--- src/rtl/uart_tx_with_parity_core.sv ---
// Multi-word UART transmitter: one handshake loads W_OUT bits, which are sent as
// NUM_WORDS back-to-back packets (start, data LSB first, even parity, stop bits).
module uart_tx_with_parity_core #(
   parameter int CLOCKS_PER_PULSE = 4,
   parameter int BITS_PER_WORD    = 8,
   parameter int PACKET_SIZE      = 13,
   parameter int W_OUT            = 16
) (
   input  logic             clk,
   input  logic             rst,
   input  logic             s_valid,
   output logic             s_ready,
   input  logic [W_OUT-1:0] s_data,
   output logic             tx,
   output logic             parity
);

   localparam int NUM_WORDS = W_OUT / BITS_PER_WORD;
   localparam int NUM_STOP  = PACKET_SIZE - BITS_PER_WORD - 2;
   localparam int MAX_BITS  = (BITS_PER_WORD > NUM_STOP) ? BITS_PER_WORD : NUM_STOP;
   localparam int CW        = (CLOCKS_PER_PULSE > 1) ? $clog2(CLOCKS_PER_PULSE) : 1;
   localparam int BW        = (MAX_BITS > 1) ? $clog2(MAX_BITS) : 1;
   localparam int WW        = (NUM_WORDS > 1) ? $clog2(NUM_WORDS) : 1;

   typedef enum logic [2:0] {
      S_IDLE,
      S_START,
      S_DATA,
      S_PARITY,
      S_STOP
   } state_t;

   state_t                   r_state;
   logic [W_OUT-1:0]         r_data;
   logic [BITS_PER_WORD-1:0] r_shift;
   logic [CW-1:0]            r_clk;
   logic [BW-1:0]            r_bit;
   logic [WW-1:0]            r_word;
   logic                     r_tx;
   logic                     r_ready;
   logic                     r_parity;

   logic [BITS_PER_WORD-1:0] w_words [NUM_WORDS];
   logic [WW-1:0]            w_word_nxt;

   // r_data stays frozen for the whole transfer; words are picked by index.
   always_comb begin
      for (int unsigned i = 0; i < NUM_WORDS; i++) begin
         w_words[i] = r_data[i*BITS_PER_WORD +: BITS_PER_WORD];
      end
      w_word_nxt = r_word + WW'(1);
   end

   always_ff @(posedge clk) begin
      if (rst) begin
         r_state  <= S_IDLE;
         r_data   <= '0;
         r_shift  <= '0;
         r_clk    <= '0;
         r_bit    <= '0;
         r_word   <= '0;
         r_tx     <= 1'b1;
         r_ready  <= 1'b1;
         r_parity <= 1'b0;
      end else if (r_state == S_IDLE) begin
         if (s_valid && r_ready) begin
            r_data   <= s_data;
            r_shift  <= s_data[BITS_PER_WORD-1:0];
            r_parity <= ^s_data[BITS_PER_WORD-1:0];
            r_clk    <= '0;
            r_bit    <= '0;
            r_word   <= '0;
            r_tx     <= 1'b0;
            r_ready  <= 1'b0;
            r_state  <= S_START;
         end
      end else if (r_clk != CW'(CLOCKS_PER_PULSE - 1)) begin
         r_clk <= r_clk + CW'(1);
      end else begin
         r_clk <= '0;
         case (r_state)
            S_START: begin
               r_tx    <= r_shift[0];
               r_shift <= r_shift >> 1;
               r_bit   <= '0;
               r_state <= S_DATA;
            end
            S_DATA: begin
               if (r_bit == BW'(BITS_PER_WORD - 1)) begin
                  r_tx    <= r_parity;
                  r_state <= S_PARITY;
               end else begin
                  r_tx    <= r_shift[0];
                  r_shift <= r_shift >> 1;
                  r_bit   <= r_bit + BW'(1);
               end
            end
            S_PARITY: begin
               r_tx    <= 1'b1;
               r_bit   <= '0;
               r_state <= S_STOP;
            end
            S_STOP: begin
               if (r_bit != BW'(NUM_STOP - 1)) begin
                  r_bit <= r_bit + BW'(1);
               end else if (r_word == WW'(NUM_WORDS - 1)) begin
                  r_ready  <= 1'b1;
                  r_parity <= 1'b0;
                  r_word   <= '0;
                  r_bit    <= '0;
                  r_state  <= S_IDLE;
               end else begin
                  // Next word's start bit follows the last stop bit with no gap.
                  r_word   <= w_word_nxt;
                  r_shift  <= w_words[w_word_nxt];
                  r_parity <= ^w_words[w_word_nxt];
                  r_bit    <= '0;
                  r_tx     <= 1'b0;
                  r_state  <= S_START;
               end
            end
            default: begin
               r_state <= S_IDLE;
            end
         endcase
      end
   end

   assign s_ready = r_ready;
   assign tx      = r_tx;
   assign parity  = r_parity;

endmodule

--- config.mk ---
export PLATFORM = sky130hd
export DESIGN_NAME = uart_tx_with_parity_core
export DESIGN_NICKNAME = d
export VERILOG_FILES = /design/src/rtl/uart_tx_with_parity_core.sv
export SDC_FILE = /design/constraint.sdc
export NUM_CORES = 1
export LEC_CHECK = 0
export CORE_UTILIZATION = 35
export CTS_BUF_LIST = sky130_fd_sc_hd__clkbuf_8
export CTS_CLUSTER_SIZE = 24
export DETAILED_ROUTE_END_ITERATION = 6
export PLACE_DENSITY = 0.65
export SYNTH_ARGS = -nofsm -noshare
export SYNTH_HDL_FRONTEND = slang
export SYNTH_SLANG_ARGS = --single-unit
--- constraint.sdc ---
create_clock -name clk -period 6.15 [get_ports clk]
set_input_delay 1.5375 -clock clk [delete_from_list [all_inputs] [get_ports clk]]
set_output_delay 1.5375 -clock clk [all_outputs]
set_load 0.02 [all_outputs]
==> metrics.cfg <==
[run_status]
status = finished clean

[die]
die_y_um = 75.3
die_w_um = 75.3
coreArea_mm2 = 0.00514
top_level_ports = 22
die_area_mm2 = 0.00567
start_util_pct = 36.6
rows = 26

[yosys]
synthMuxAreaShare_pct = 4.26
synthCells = 235
synth_compound_area_share_pct = 23.4
synth_top_area_share_pct = 38.3
syn-num-nets = 258
synth_seq_cells = 36
synth_top_area_cell = dfxtp_1
ys_warn_count = 0
synth_fa_ha_area_share_pct = 2.66
synth_top_family_by_area = compound AO/OA/AOI/OAI gates
syn_area_mm2 = 0.00188
ys_types = 36
synthXorXnorAreaFrac_pct = 6.52
yosysSeqAreaShare_pct = 38.3
yosys-top-cells-area = dfxtp_1 38%, nand2_1 7.8%, a21oi_1 6.4%, a211oi_1 6.4%, xnor2_1 6.1%
syn-mean-instance-area_um2 = 8.00
synth-simple-area-share_pct = 19.9

[timing]
grt_setup_unrepaired = no
finalClockSkew_ns = 0.0124
worst_pin_slew_ns = 1.03
min_period_ns = 3.41
finalSetupTns_ns = 0
slew_violations = 0
fin_crit_sh_pct = 55.4
max_freq_mhz = 293
relSlewSlack_pct = 31.1
setup_violations = 0
hold_viol_final = 0

[grt]
grt_antenna_before_repair = 0
grt.overflow.total = 0
track_usage_pct = 16.4
grt_pass1_vias = 1510
grt_pass1_wl_um = 7040
grt_max_degree = 37

[hold_path]
worstHoldStart = r_data[7]
whs_path_depth = 2
hp-class = reg -> reg

[worst_setup_path]
cp_max_fo = 12
slowest_delay_ns = 0.73
endpoint_kind = flip-flop
r2r_cells = 5
crit_chain = clkdlybuf4s50_1 -> nand2_1 -> o21ai_1 -> nand3_4 -> or3_1 -> a21oi_1
startpoint = s_valid
crit_path_start_kind = input pin
slowest_stage = o21ai_1
arrival_ns = 3.63
setup.worst_path.class = in -> reg
cp.required_ns = 6.37
r2r_start = r_state[2]

[placed_design]
hpwl_um = 2770
gp_congestion = 0.858
portBuffers = 21

[clocking]
cts_buffer_depth = 2
root_buffer = clkbuf_8
clock-sinks = 36
clk_latency_ns = 0.29
clkTransAtPathRegs_ns = 0.07
post_cts_buffers = 0
cts_tree = built
holdBufCountCts = 0
cts_made_buffers = 5
cts.repair.resized = 0
htree_num_levels = 2

[finish]
seqCellArea_um2 = 721
drive_above_1_share_pct = 4.80
multi_input_area_mm2 = 0.00107
antennaDiodeCount = 0
syn2layout_area_growth_pct = 18.8
num-fill-cells = 546
nets = 272

[power_and_ir_drop]
comb_power_share_pct = 26.3
power.total_uw = 685
power.leakage_uw = 0.000741
swShare_pct = 32.4
power_frac_seq_pct = 43.3
p_clk_share_pct = 30.4
p_per_area_mw_per_mm2 = 307
p_int_uw = 463
power.switching_uw = 222
peakVddDrop_v = 0.000120

[route]
drtAntennaViolNets = 0
viasPerCell = 5.17
vias = 1655
first_pass_iters = 4
dr.first_iter.drc_count = 95
wl_um = 4090
routedWlPerCell_um = 12.8
route.detailed.drc = 0

[job]
cap_viol_max_count = 0

[cells in the mapped netlist (all sizes together)]
cell type / count
nand2: 39
dfxtp: 36
a21oi: 24
nor2: 19
a211oi: 16
xnor2: 13
nor3: 11
a31oi: 10
clkbuf: 10
mux2i: 8
buf: 6
inv: 6
o21ai: 6
nand3: 5
ha: 4
a22oi: 3
or3: 3
o22ai: 2
o31ai: 2
a2111oi: 1
a211o: 1
a41oi: 1
and4: 1
nand2b: 1
nor2b: 1
nor3b: 1
nor4bb: 1
o21bai: 1
o2bb2ai: 1
or2: 1
xor2: 1
[metal layers]
layer,GRT usage [%],part of all wire [%],vias up
li1,-,-,864
met1,22.9,50,750
met2,24.2,44,34
met3,4.10,3.8,7
met4,6.58,1.8,0
met5,0,0,-
[flip-flops by register name, summed over array words and instances, names as in the netlist]
name,flops
parity,1
r_bit,3
r_clk,2
r_data,16
r_shift,8
r_state,3
r_word,1
s_ready,1
tx,1
[worst max-delay path: cells and delay by family]
family,cells,cell delay [ns]
buffers and inverters,1,0.47
and+or+nand+nor,3,0.76
AOI/OAI and AO/OA,2,0.85
[final timing paths]
path,end,slack [ns]
setup reg to reg,r_shift[7],3.44
hold reg to reg,r_data[7],0.46
hold / removal,r_data[7],0.46
setup / recovery,r_shift[7],2.74
[placed cells by master, fill, tap and decap left out, types with 2 or more instances in the layout]
cell type / count
nand2_1: 39
nor2_1: 19
a22oi_1: 3
o21ai_0: 4
or3_1: 3
mux2i_1: 8
inv_1: 6
a211oi_1: 16
ha_1: 4
o21ai_1: 2
nand3_1: 4
a31oi_1: 10
buf_4: 2
dfxtp_1: 36
clkdlybuf4s50_1: 21
o22ai_1: 2
a21oi_1: 24
xnor2_1: 13
nor3_1: 11
clkbuf_8: 5
[metrics by stage]
| stage | cells | setup WS, ns | hold WS, ns | util [%] | instance area [µm²] |
|---|---|---|---|---|---|
| after global routing | 320 | 2.56 | 0.477 | 43.5 | 2230 |
| after floorplan | 235 | 3.55 | 0.436 | - | 1880 |
| after CTS | 320 | 2.78 | 0.458 | 43.5 | 2230 |
| after detailed placement | 312 | 2.47 | 0.447 | 41.3 | 2120 |
| after global placement | 312 | 2.51 | 0.441 | 41.3 | 2120 |
| final | 320 | 2.74 | 0.458 | 43.5 | 2230 |
[kinds of logic (layout without fill, tap and decap cells)]
| family | count (synthesis) | in the layout |
|---|---|---|
| fa+ha+maj | 4 | 4 |
| xor+xnor | 14 | 14 |
| buf+inv | 22 | 37 |
| compound gates | 68 | 68 |
| simple gates | 83 | 83 |
| mux | 8 | 8 |
| flops | 36 | 36 |
[power by group through the flow]
stage,Clock (µW),Combinational (µW),Sequential (µW)
6_report,208,180,296
5_1_grt,224,203,301
4_1_cts,214,181,296
3_5_place_dp,0,181,301
3_3_place_gp,0,180,300
2_1_floorplan,0,142,288
[cell type report]
cell class              instances  area share, %
repair buffers                 23           10.1
inverters                       6           1.01
clock buffers                   5           3.08
well taps                      70           3.92
clock inverters                 3           1.90
flip-flops and latches         36           32.3
multi-input cells             177           47.7
Note: power is estimated with default switching activity, not from simulation.
